### config.mk
export PLATFORM = sky130hd
export DESIGN_NAME = trap_ctrl
export DESIGN_NICKNAME = d
export VERILOG_FILES = /design/src/rtl/trap_ctrl.sv
export SDC_FILE = /design/constraint.sdc
export NUM_CORES = 1
export LEC_CHECK = 0
export ABC_AREA = 0
export CAP_MARGIN = 20
export CORE_MARGIN = 2
export CORE_UTILIZATION = 49
export DETAILED_ROUTE_END_ITERATION = 6
export PLACE_DENSITY = 0.87
export SLEW_MARGIN = 20
export SYNTH_ARGS = -nofsm -noshare
export SYNTH_HDL_FRONTEND = slang
export SYNTH_SLANG_ARGS = --single-unit
### constraint.sdc
create_clock -name clk_i -period 6.35 [get_ports clk_i]
set_input_delay 1.27 -clock clk_i [delete_from_list [all_inputs] [get_ports clk_i]]
set_output_delay 1.27 -clock clk_i [all_outputs]
set_load 0.1 [all_outputs]
### src/rtl/trap_ctrl.sv
// Trap and mret sequencer for write-back: records mepc/mcause/mtval, updates
// mstatus over a single CSR port, then redirects fetch to mtvec or mepc.
module trap_ctrl #(
  parameter int XLEN = 32
) (
  input  logic            clk_i,
  input  logic            rst_i,
  input  logic            valid_i,
  input  logic [XLEN-1:0] pc_i,
  input  logic [XLEN-1:0] instruction_i,
  input  logic [XLEN-1:0] addr_i,
  input  logic            e_inst_addr_mis_i,
  input  logic            e_illegal_inst_i,
  input  logic            e_ebreak_i,
  input  logic            e_ecall_i,
  input  logic            e_ld_addr_mis_i,
  input  logic            e_st_addr_mis_i,
  input  logic            mret_i,
  output logic [11:0]     csr_addr_o,
  output logic            csr_we_o,
  output logic [XLEN-1:0] csr_wd_o,
  input  logic [XLEN-1:0] csr_rd_i,
  output logic            stall_o,
  output logic            flush_o,
  output logic            redirect_o,
  output logic [XLEN-1:0] redirect_pc_o,
  output logic            is_exc_taken_o
);

  localparam logic [11:0] CSR_MSTATUS = 12'h300;
  localparam logic [11:0] CSR_MTVEC   = 12'h305;
  localparam logic [11:0] CSR_MEPC    = 12'h341;
  localparam logic [11:0] CSR_MCAUSE  = 12'h342;
  localparam logic [11:0] CSR_MTVAL   = 12'h343;

  typedef enum logic [3:0] {
    IDLE, T_EPC, T_CAUSE, T_TVAL, T_RDST, T_WRST, T_VEC, R_RDST, R_WRST, R_EPC
  } state_e;

  state_e            state_q, state_d;
  logic [XLEN-1:2]   pc_q, pc_d;
  logic [3:0]        cause_q, cause_d;
  logic [XLEN-1:0]   tval_q, tval_d;
  logic [XLEN-1:0]   mst_q, mst_d;

  logic              exc_any, trap, ret;
  logic [3:0]        sel_cause;
  logic [XLEN-1:0]   sel_tval;

  function automatic logic [XLEN-1:0] trap_mstatus(input logic [XLEN-1:0] st);
    logic [XLEN-1:0] r;
    r        = st;
    r[7]     = st[3];
    r[3]     = 1'b0;
    r[12:11] = 2'b11;
    return r;
  endfunction

  function automatic logic [XLEN-1:0] ret_mstatus(input logic [XLEN-1:0] st);
    logic [XLEN-1:0] r;
    r        = st;
    r[3]     = st[7];
    r[7]     = 1'b1;
    r[12:11] = 2'b11;
    return r;
  endfunction

  // Accept is gated by reset so every output is quiet while reset is held.
  assign exc_any = e_inst_addr_mis_i | e_illegal_inst_i | e_ebreak_i |
                   e_ecall_i | e_ld_addr_mis_i | e_st_addr_mis_i;
  assign trap    = rst_i & valid_i & exc_any;
  assign ret     = rst_i & valid_i & mret_i & ~exc_any;

  always_comb begin
    sel_cause = 4'd0;
    sel_tval  = '0;
    if (e_inst_addr_mis_i) begin
      sel_cause = 4'd0;
      sel_tval  = addr_i;
    end else if (e_illegal_inst_i) begin
      sel_cause = 4'd2;
      sel_tval  = instruction_i;
    end else if (e_ebreak_i) begin
      sel_cause = 4'd3;
      sel_tval  = pc_i;
    end else if (e_ecall_i) begin
      sel_cause = 4'd11;
      sel_tval  = '0;
    end else if (e_ld_addr_mis_i) begin
      sel_cause = 4'd4;
      sel_tval  = addr_i;
    end else if (e_st_addr_mis_i) begin
      sel_cause = 4'd6;
      sel_tval  = addr_i;
    end
  end

  always_comb begin
    state_d        = state_q;
    pc_d           = pc_q;
    cause_d        = cause_q;
    tval_d         = tval_q;
    mst_d          = mst_q;
    csr_addr_o     = 12'h000;
    csr_we_o       = 1'b0;
    csr_wd_o       = '0;
    redirect_o     = 1'b0;
    redirect_pc_o  = '0;
    stall_o        = 1'b1;
    flush_o        = 1'b0;
    is_exc_taken_o = 1'b0;
    unique case (state_q)
      IDLE: begin
        stall_o        = trap | ret;
        flush_o        = trap | ret;
        is_exc_taken_o = trap;
        if (trap) begin
          pc_d    = pc_i[XLEN-1:2];
          cause_d = sel_cause;
          tval_d  = sel_tval;
          state_d = T_EPC;
        end else if (ret) begin
          state_d = R_RDST;
        end
      end
      T_EPC: begin
        csr_addr_o = CSR_MEPC;
        csr_we_o   = 1'b1;
        csr_wd_o   = {pc_q, 2'b00};
        state_d    = T_CAUSE;
      end
      T_CAUSE: begin
        csr_addr_o = CSR_MCAUSE;
        csr_we_o   = 1'b1;
        csr_wd_o   = {{(XLEN-4){1'b0}}, cause_q};
        state_d    = T_TVAL;
      end
      T_TVAL: begin
        csr_addr_o = CSR_MTVAL;
        csr_we_o   = 1'b1;
        csr_wd_o   = tval_q;
        state_d    = T_RDST;
      end
      T_RDST: begin
        csr_addr_o = CSR_MSTATUS;
        mst_d      = csr_rd_i;
        state_d    = T_WRST;
      end
      T_WRST: begin
        csr_addr_o = CSR_MSTATUS;
        csr_we_o   = 1'b1;
        csr_wd_o   = trap_mstatus(mst_q);
        state_d    = T_VEC;
      end
      T_VEC: begin
        // Vector mode bits are ignored: always direct to the base.
        csr_addr_o    = CSR_MTVEC;
        redirect_o    = 1'b1;
        redirect_pc_o = {csr_rd_i[XLEN-1:2], 2'b00};
        state_d       = IDLE;
      end
      R_RDST: begin
        csr_addr_o = CSR_MSTATUS;
        mst_d      = csr_rd_i;
        state_d    = R_WRST;
      end
      R_WRST: begin
        csr_addr_o = CSR_MSTATUS;
        csr_we_o   = 1'b1;
        csr_wd_o   = ret_mstatus(mst_q);
        state_d    = R_EPC;
      end
      R_EPC: begin
        csr_addr_o    = CSR_MEPC;
        redirect_o    = 1'b1;
        redirect_pc_o = {csr_rd_i[XLEN-1:2], 2'b00};
        state_d       = IDLE;
      end
      default: begin
        stall_o = 1'b0;
        state_d = IDLE;
      end
    endcase
  end

  always_ff @(posedge clk_i or negedge rst_i) begin
    if (!rst_i) begin
      state_q <= IDLE;
      pc_q    <= '0;
      cause_q <= '0;
      tval_q  <= '0;
      mst_q   <= '0;
    end else begin
      state_q <= state_d;
      pc_q    <= pc_d;
      cause_q <= cause_d;
      tval_q  <= tval_d;
      mst_q   <= mst_d;
    end
  end

endmodule

* Word level (Yosys, flattened, before mapping)
Cells that the tools add are included.
W data, S select, Z words.
** Operators by class
- Eq/ne operators :: 10
- Multiplexer cells :: 23
- Bitwise gates (word level) :: 11
- Reductions and logical operators :: 8
** Operators with widths (count)
- $mux W32 :: 7
- $pmux W32 S5 :: 1
- $pmux W10 S5 :: 1
- $pmux W4 S8 :: 1
- $mux W4 :: 6
- $eq A4 B3 Y1 const B :: 4
- $reduce_or A9 Y1 :: 1
- $eq A4 B2 Y1 const B :: 2
- $eq A4 B4 Y1 const B :: 2
- $mux W3 :: 2
- $or A1 B1 Y1 :: 6
- $reduce_or A2 Y1 :: 3
- $reduce_or A5 Y1 :: 1
- $and A1 B1 Y1 :: 4
- $eq A4 B1 Y1 const B :: 1
- $logic_not A4 Y1 :: 1
- $mux W1 :: 4
- $reduce_or A4 Y1 :: 1
- $ne A3 B3 Y1 const B :: 1
- $pmux W1 S2 :: 1
- $reduce_and A2 Y1 :: 1
- $not A1 Y1 :: 1
** Storage, ports and cells
- Bits in registers :: 102
- Output and inout bits :: 81
- Input bits :: 138
- Logic and storage cells :: 57

* Longest topological paths before layout
Gate-level depths: netlist (run 1).
- Depth after elaboration :: 10
- Depth in mapped cells :: 6
- Gate-level depth less buffers :: 3

* Worst setup path before layout (run 1)
No wires, ideal clock.
- Path type :: register to output
- Start point :: register state_q[0]
- End point :: output redirect_pc_o[10]
- Path buffers :: 2
- Data required time :: 5.080 ns
- Path slack :: -0.440 ns
- Stages on the path, launching flop included :: 6
- Data arrival time :: 5.520 ns
- Cell sequence :: dfrtp_1 > clkbuf_1 > nor4bb_1 > o21ba_2 > clkbuf_1 > nor2b_1
** On the way
- Cells in the longest elaborated chain, start to end :: 3
- Elaborated cells on any way between the ends :: 4
- Those cells by class :: eq/ne (2); mux (1); reduce/logical (1)
** RTL lines
- from (decl) :: RTL line 40 : state_e state_q, state_d;
- from (signal assigned) :: RTL line 194 : state_q <= state_d;
- $eq A4 B4 Y1 or $eq A4 B3 Y1 (tied branches) :: RTL line 112 : unique case (state_q)
- $reduce_or A2 Y1 (no line) *
- $mux W32 * :: RTL line 112
- to (decl) :: RTL line 26 : output logic [XLEN-1:0] redirect_pc_o,
Mark *: on every way between the ends. The rest lies on a longest branch, timed or not.

* Worst setup path after layout (run 1)
- Start point :: register state_q[3]
- End point :: output csr_wd_o[26]
** On the way
- Cells in the longest elaborated chain, start to end :: 2
- Elaborated cells on any way between the ends :: 6
- Those cells by class :: eq/ne (5); mux (1)
** RTL lines
- $eq A4 B4 Y1 (tied with other cells) :: RTL line 112
- $pmux W32 S5 * :: RTL line 112
- to (decl) :: RTL line 21 : output logic [XLEN-1:0] csr_wd_o,
Marks and branches as above.

==> flow_summary.toml, run 1 <==
[status]
run_status = "complete, no violations"

[worst_setup_path]
path_cells = "nor3b_1 > o21bai_4 > o21ai_0 > clkdlybuf4s50_1"
timing.rr.end = "pc_q[4]"
reg2reg_slack_ns = 3.32
worstRegToRegCells = 4
crit_arrival_ns = 3.57
critPathMaxFanout = 30
crit_path_end = "csr_wd_o[26]"
crit_start = "state_q[3]"
slowest_stage = "clkdlybuf4s50_1"
reg2reg_from = "state_q[0]"
required_ns = 5.08
crit_family = "buffers and inverters"
cp_slowest_stage_delay_ns = 1.22
cp_num_cells = 4
setup.worst_path.start_class = "flip-flop"
worstSetupPathType = "reg2out"
critical_path_buf_inv_count = 1
end_kind = "primary output"

[job]
maxCapViolCount = 0

[synth]
syn_area_sq_um = 5990
yosys.area.top_type_share_pct = 41.8
yosysUniqueCellTypes = 48
synth_seq_cells = 100
yosysTopAreaCell = "dfrtp_1"
ys.flop_type = "dfrtp_1"
netlist_instances = 612
async_flop_share_pct = 100
synth.area.top_cells = "dfrtp_1, mux2_2, nor2b_1"
synth.avg_cell_area_sq_um = 9.79
ys_warn_count = 0
ys_seq_area_share_pct = 41.8
synth_edf_count = 0

[layout]
layout-drive-gt1-share_pct = 13.5
fin_util_pct = 70.6
finalNetCount = 924
n_antenna_cell = 0
area_delta_synth_final_pct = 41.0
final_area_sq_um = 8440

[sta]
setup_tns_ns = 0
relSlewSlack_pct = 33.6
period_needed_ns = 4.84
finClkSkew_ns = 0.00970
fmax_mhz = 207
rsz0062_at_grt = "false"
worst_pin_slew_ns = 0.993
fin_crit_sh_pct = 76.2
hold_viol_final = 0
maxSlewViolCount = 0
setup_viol = 0

[detailed_routing]
detail-route-antenna-nets = 0
wl_met2_um = 10000
top_layer = "met4"
wl_met3_um = 1610
vias_per_cell = 5.94
drt-total-wl_um = 19600
wl_met1_um = 7630
wl_per_cell_um = 20.9
drt_iter0_markers = 455
drc = 0
dr.pass1.iters = 5
dr_total_vias = 5571

[power]
clkPwrFrac_pct = 11.8
pwr_density_cell_nw_per_um2 = 543
power_leakage_nw = 3.25
switching_power_mw = 2.48
combinationalPowerShare_pct = 62.2
internal_power_mw = 2.10
p_sw_share_pct = 54.1
finalPower_mw = 4.58
seq_power_share_pct = 26.1
vdd_drop_max_uv = 537

[clock_network]
ctsLongestPathBuffers = 2
cts_resized = 0
clockRootBuffer = "clkbuf_16"
hold_buffers = 0
numClockSinks = 100
htree_levels = 3
postCtsSetupBuffers = 0
cts-buffers-inserted = 9
cts_tree = "yes"
clkLatencyLatePin_ns = 0.35
clk_pin_slew_ns = 0.07

[placement]
place_hpwl_um = 13700
portBuffers = 210
placed_area_sq_um = 8140
gp_congestion = 0.898

[global_route]
globalRouteOverflowTotal = 0
grt_max_degree = 70
grtUsageTotal_pct = 30.3
grt_pass1_vias = 5693
grt_pass1_wl_um = 30800
antenna_found_initial = 0

[floorplan]
rows = 40
die_h_um = 115
start_util_pct = 50.1
dieArea_sq_um = 13100
core_area_sq_um = 12000
io_pins = 219
die_w_um = 115

[min_path]
hp-class = "reg2reg"
-- worst reg2reg max path, delay by kind of cell, from the launching register on --
family | cells | cell delay (ns)
AOI/OAI and AO/OA | 1 | 0.35
buffers and inverters | 1 | 0.68
DFF | 1 | 0.64
muxes | 1 | 0.45
and+or+nand+nor | 1 | 0.78
-- layer usage --
layer	global-route usage, %	up-vias
met4	8.13	0
met5	0	-
met3	9.00	18
met2	52.5	222
met1	36.8	2767
li1	-	2564
-- cells by family (layout without fill, tap and decap cells) --
| family | after synthesis | in the layout | share of synthesized area [%] |
|---|---|---|---|
| muxes | 67 | 67 | 12.5 |
| other | 1 | 8 | 0.0626 |
| buffers and inverters | 97 | 269 | 6.96 |
| and+or+nand+nor | 136 | 136 | 14.6 |
| AOI/OAI and AO/OA | 211 | 211 | 24.1 |
| DFF | 100 | 100 | 41.8 |
-- registers in the layout (all words and copies together) (netlist names) --
register	flops
tval_q	32
mst_q	30
pc_q	30
cause_q	4
state_q	4
-- power by group through the flow --
stage | clock [mW] | combinational, mW | sequential, mW
after floorplan | 0 | 2.24 | 1.08
after global placement | 0 | 2.81 | 1.18
after detailed placement | 0 | 2.84 | 1.19
after CTS | 0.549 | 2.85 | 1.18
after global routing | 0.577 | 2.97 | 1.23
final | 0.540 | 2.85 | 1.19
-- per-stage QoR --
step | hold WS, ns | instances | worst slack, ns
6_report | 0.495 | 938 | 1.51
5_1_grt | 0.516 | 938 | 1.37
4_1_cts | 0.497 | 938 | 1.40
3_5_place_dp | 0.480 | 922 | 1.83
3_3_place_gp | 0.470 | 922 | 1.94
2_1_floorplan | 0.459 | 619 | 0.735
-- layout make-up --
type | count | area [sq um]
flip-flops and latches | 100 | 2500
fillers | 915 | 3520
inverters | 32 | 120
well taps | 147 | 184
clock inverters | 6 | 58.8
clock buffers | 10 | 239
multi-input cells | 422 | 3160
repair buffers | 221 | 2180
-- cell usage after synthesis (all sizes together) (2+ instances only) --
cell / instances
nand2: 8
o22ai: 4
or4: 2
mux2: 62
inv: 32
o32a: 32
o21ai: 28
a21oi: 70
clkbuf: 45
nor2: 7
nor4bb: 2
nand3b: 34
dfrtp: 100
nor2b: 63
buf: 20
mux2i: 5
nor3: 2
nor4: 5
a22oi: 27
o21a: 32
or2: 2
a211oi: 2
o21bai: 2
nand2b: 5
a31o: 2
-- worst min-delay path by stage --
stage          startpoint   endpoint  slack, ns  depth (start not counted)
3_5_place_dp     pc_q[27]   pc_q[27]       0.48                          1
6_report         pc_q[27]   pc_q[27]       0.50                          1
5_1_grt         tval_q[6]  tval_q[6]       0.52                          1
4_1_cts          pc_q[27]   pc_q[27]       0.50                          1
3_3_place_gp     pc_q[28]   pc_q[28]       0.47                          1
2_1_floorplan    pc_q[27]   pc_q[27]       0.46                          1
-- cell usage in the layout, fill, tap and decap left out, types with 5 or more instances in the layout --
cell	count
nand3b_1	34
conb_1	8
nor2_1	6
buf_4	14
o32a_1	32
clkdlybuf4s50_1	204
a21oi_1	69
mux2_2	59
nand2_1	8
nor2b_1	63
o21a_1	32
inv_1	32
o21ai_0	28
dfrtp_1	100
nand2b_1	5
clkbuf_16	9
a22oi_1	27
mux2i_1	5
Note: power is estimated with default switching activity, not from simulation.
==> run 2: changes to the inputs <==
--- a/config.mk
+++ b/config.mk
@@ -8,9 +8,9 @@
 export ABC_AREA = 0
 export CAP_MARGIN = 20
 export CORE_MARGIN = 2
-export CORE_UTILIZATION = 49
+export CORE_UTILIZATION = 41
 export DETAILED_ROUTE_END_ITERATION = 6
-export PLACE_DENSITY = 0.87
+export PLACE_DENSITY = 0.78
 export SLEW_MARGIN = 20
 export SYNTH_ARGS = -nofsm -noshare
 export SYNTH_HDL_FRONTEND = slang
==> constraint.sdc (replaced) <==
create_clock -name clk_i -period 4.2 [get_ports clk_i]
set_input_delay 0.84 -clock clk_i [delete_from_list [all_inputs] [get_ports clk_i]]
set_output_delay 0.84 -clock clk_i [all_outputs]
set_load 0.1 [all_outputs]
==> run 2 against run 1 <==
  * Routed wire length fell by 0.67%
  * Final area fell by 0.73%
  * Critical endpoint is now csr_wd_o[18]
  * Via count rose by 0.34%
  * Global-route usage fell by 5.6 points
  * Register-to-register slack got worse by 2.2 ns
  * Die area rose by 19%
  * Sequential power rose by 50%
  * First-iteration DRC count rose by 1.3%
  * Worst hold slack got worse by 0.043 ns
  * Critical path depth rose by 1
==> flow_summary.toml, run 2 (same netlist as run 1, synthesis figures left out) <==
[worst_setup_path]
required_ns = 3.36
reg2reg_slack_ns = 1.15
reg2reg_from = "state_q[0]"
end_kind = "primary output"
worstSetupPathType = "reg2out"
critPathMaxFanout = 30
crit_arrival_ns = 2.67
setup.worst_path.start_class = "flip-flop"
timing.rr.end = "pc_q[26]"
worstRegToRegCells = 5

[placement]
portBuffers = 210
gp_congestion = 0.896
placed_area_sq_um = 8060
place_hpwl_um = 13300
pre_cts_slack_ns = 0.766

[clock_network]
numClockSinks = 100
clk_pin_slew_ns = 0.07
postCtsSetupBuffers = 0
cts_resized = 0
clockRootBuffer = "clkbuf_16"
cts-buffers-inserted = 9
hold_buffers = 0
htree_levels = 3
ctsLongestPathBuffers = 2
clkLatencyLatePin_ns = 0.34
cts_tree = "yes"

[global_route]
globalRouteOverflowTotal = 0
antenna_found_initial = 1
grt_pass1_vias = 5715
grtUsageTotal_pct = 24.7
grt_pass1_wl_um = 30800
grt_max_degree = 69

[power]
finalPower_mw = 6.95
pwr_density_cell_nw_per_um2 = 829
power_leakage_nw = 3.40
vdd_drop_max_uv = 534

[layout]
largest_reg_flops = 32
final_cell_mix = "clkdlybuf4s50_1, dfrtp_1, buf_4"
reg.largest.list = "tval_q x32, mst_q x30, pc_q x30"
layout-drive-gt1-share_pct = 22.7
area_delta_synth_final_pct = 40.0
final_common_cell = "clkdlybuf4s50_1"
finalNetCount = 925
final_area_sq_um = 8380
largest-register = "tval_q"

[floorplan]
start_util_pct = 41.5
dieArea_sq_um = 15600
die_w_um = 125
rows = 44
io_pins = 219
die_h_um = 125
core_area_sq_um = 14400

[detailed_routing]
vias_per_cell = 5.72
dr_total_vias = 5590
drc = 0
dr.pass1.iters = 5
wl_per_cell_um = 19.9
detail-route-antenna-nets = 0
drt_iter0_markers = 461
drt-total-wl_um = 19400

[sta]
relSlewSlack_pct = 31.5
fin_crit_sh_pct = 83.7
setup_slack_ns = 0.686
period_needed_ns = 3.51
finClkSkew_ns = 0.00666
worst_pin_slew_ns = 1.03
rsz0062_at_grt = "false"
hold_viol_final = 0
setup_tns_ns = 0
setup_viol = 0
maxSlewViolCount = 0
fmax_mhz = 285

[job]
maxCapViolCount = 0

[min_path]
hp-class = "in2async"

[status]
run_status = "complete, no violations"
[run 2: per-stage QoR]
step                      instances  utilization [%]  hold WS (ns)
after floorplan                 619                -         0.459
after global placement          960             55.9         0.468
after detailed placement        960             55.9         0.478
after CTS                       976             58.1         0.464
after global routing            977             58.1         0.480
final                           977             58.1         0.452
[run 2: worst max-delay path: stages (launching register included)]
cell and delay [ns]:
dfrtp_1 0.89, nor3b_1 0.39, o21bai_2 0.11, buf_4 0.25
o21ai_0 0.33, buf_4 0.36
[run 2: cell type report]
class | instances | area [sq um]
Fill cell | 1193 | 6040
Multi-Input combinational cell | 422 | 3180
Sequential cell | 100 | 2500
Timing Repair Buffer | 222 | 2030
Clock buffer | 11 | 243
Tap cell | 184 | 230
Inverter | 32 | 120
Clock inverter | 5 | 75.1
Antenna cell | 1 | 2.50
[run 2: power by group]
part           switching, mW  total [mW]  leakage (nW)  internal, mW
Combinational           3.02        4.27          2.07          1.25
Clock                  0.352       0.888         0.159         0.536
Sequential             0.350        1.79          1.17          1.44
[run 2: worst max-delay path by stage]
| stage | slack (ns) | depth (start not counted) | from | end |
|---|---|---|---|---|
| after floorplan | -0.21 | 5 | state_q[0] | redirect_pc_o[10] |
| after global placement | 0.75 | 5 | e_ld_addr_mis_i | stall_o |
| after detailed placement | 0.77 | 5 | e_ld_addr_mis_i | stall_o |
| after CTS | 0.67 | 5 | state_q[3] | csr_wd_o[18] |
| final | 0.69 | 5 | state_q[3] | csr_wd_o[18] |
| after global routing | 0.52 | 5 | state_q[3] | csr_wd_o[18] |
[run 2: layer usage]
metal  global-route usage (%)  routed length [um]  up-vias
met5                        0                   0        -
met4                     9.87                 476        0
met3                     4.90                1420       34
met2                     38.9                9060      253
met1                     33.7                8470     2731
li1                         -                   -     2572
==> run 3: changes to the inputs <==
--- a/config.mk
+++ b/config.mk
@@ -8,9 +8,9 @@
 export ABC_AREA = 0
 export CAP_MARGIN = 20
 export CORE_MARGIN = 2
-export CORE_UTILIZATION = 41
+export CORE_UTILIZATION = 45
 export DETAILED_ROUTE_END_ITERATION = 6
-export PLACE_DENSITY = 0.78
+export PLACE_DENSITY = 0.81
 export SLEW_MARGIN = 20
 export SYNTH_ARGS = -nofsm -noshare
 export SYNTH_HDL_FRONTEND = slang
==> constraint.sdc (replaced) <==
create_clock -name clk_i -period 3.4 [get_ports clk_i]
set_input_delay 0.68 -clock clk_i [delete_from_list [all_inputs] [get_ports clk_i]]
set_output_delay 0.68 -clock clk_i [all_outputs]
set_load 0.1 [all_outputs]
==> run 3 against run 2 <==
  * First-iteration DRC count is 16% higher
  * Register-to-register slack worse by 0.58 ns
  * Worst hold slack better by 0.023 ns
  * Largest cell class unchanged
==> flow_summary.toml, run 3 (same netlist as run 1, synthesis figures left out) <==
[status]
run_status = "complete, no violations"

[power]
power_leakage_nw = 3.63
internal_power_mw = 4.57
combinationalPowerShare_pct = 66.1
switching_power_mw = 4.82
clkPwrFrac_pct = 10.3
pwr_density_cell_nw_per_um2 = 1020
vdd_drop_max_uv = 941
seq_power_share_pct = 23.6
p_sw_share_pct = 51.3
finalPower_mw = 9.39

[placement]
gp_congestion = 0.930
dpl.cell_count = 962
pre_cts_slack_ns = 0.164
place_hpwl_um = 14500
portBuffers = 210
placed_area_sq_um = 8950

[sta]
fin_crit_sh_pct = 95.7
finClkSkew_ns = 0.00626
relSlewSlack_pct = 48.9
setup_slack_ns = 0.146
rsz0062_at_grt = "false"
setup_viol = 0
period_needed_ns = 3.25
maxSlewViolCount = 0
hold_viol_final = 0
whs_ns = 0.475
fmax_mhz = 307
worst_pin_slew_ns = 0.767

[global_route]
grtUsageTotal_pct = 29.2
globalRouteOverflowTotal = 0
grt_pass1_vias = 6025
grt_pass1_wl_um = 32400
grt_max_degree = 70
antenna_found_initial = 1

[layout]
largest-register = "tval_q"
largest_reg_flops = 32
finalNonFillerCells = 977
area_delta_synth_final_pct = 53.9
finalNetCount = 935
final_common_cell = "clkdlybuf4s50_1"
final_area_sq_um = 9220
layout-drive-gt1-share_pct = 24.1
n_antenna_cell = 0
reg.largest.list = "tval_q x32, mst_q x30, pc_q x30"
final_cell_mix = "clkdlybuf4s50_1, dfrtp_1, a21oi_1"

[clock_network]
clkLatencyLatePin_ns = 0.35
cts_tree = "yes"
clockRootBuffer = "clkbuf_16"
ctsLongestPathBuffers = 2
numClockSinks = 100
htree_levels = 3
cts-buffers-inserted = 9
cts_resized = 0
hold_buffers = 0
clk_pin_slew_ns = 0.06
postCtsSetupBuffers = 0

[job]
maxCapViolCount = 0

[worst_setup_path]
required_ns = 2.72
crit_arrival_ns = 2.57
critPathMaxFanout = 4
worstSetupPathType = "in2out"
setup.worst_path.start_class = "input pin"
end_kind = "primary output"

[detailed_routing]
dr_total_vias = 5863
drt_iter0_markers = 533
detail-route-antenna-nets = 0
drc = 0
vias_per_cell = 6.00
wl_per_cell_um = 21.0
drt-total-wl_um = 20500
dr.pass1.iters = 7

[floorplan]
core_area_sq_um = 13100
dieArea_sq_um = 14200
die_w_um = 119
start_util_pct = 45.6
die_h_um = 119
io_pins = 219
rows = 42

[min_path]
hp-class = "in2async"
-- run 3: cell count changes in the layout (fill, tap and decap cells not counted), moves of 3 or more --
cell	delta
buf_12	+62
buf_4	-52
clkinv_2	-3
nor2b_1	-6
nor2b_2	+3
nor2b_4	+3
o21ai_0	-26
o21ai_1	+26
-- run 3: power groups by stage --
stage                     combinational, mW  clock [mW]  sequential (mW)
after floorplan                        4.26           0             2.02
after global placement                 6.11           0             2.17
after detailed placement               6.20           0             2.21
after CTS                              6.22       0.981             2.20
after global routing                   6.44        1.02             2.27
final                                  6.21       0.969             2.21
-- run 3: worst max-delay path: stages --
cell	delay, ns
clkdlybuf4s50_1	0.50
or4_1	0.56
nor4_1	0.48
nor2_1	0.15
buf_12	0.20
-- run 3: worst paths after layout --
kind                         endpoint  slack (ns)       startpoint  cells after the start
max                           flush_o        0.15  e_ld_addr_mis_i                      5
min                        state_q[0]        0.48            rst_i                      2
max reg2reg                  pc_q[19]        0.57       state_q[1]                      4
min reg2reg                cause_q[2]        0.50       cause_q[2]                      1
max in group asynchronous    mst_q[9]        1.75            rst_i                      3
min in group clk_i         cause_q[2]        0.50       cause_q[2]                      1
-- run 3: metrics by stage --
stage / util (%) / setup TNS (ns)
2_1_floorplan: - / -20.19
3_3_place_gp: 68.1 / 0
3_5_place_dp: 68.1 / 0
5_1_grt: 70.2 / 0
6_report: 70.2 / 0
4_1_cts: 70.2 / 0
-- run 3: per-layer routing --
metal | vias to the layer above | wire length [um] | track usage [%]
met1 | 2915 | 7870 | 35.8
met5 | - | 11 | 0
li1 | 2575 | - | -
met4 | 2 | 974 | 13.8
met2 | 314 | 9900 | 47.6
met3 | 57 | 1720 | 8.33
-- run 3: final cells by class --
type	instances	area (sq um)
Clock buffer	14	264
Clock inverter	1	7.51
Fill cell	957	3920
Inverter	32	120
Multi-Input combinational cell	422	3220
Sequential cell	100	2500
Tap cell	176	220
Timing Repair Buffer	232	2890
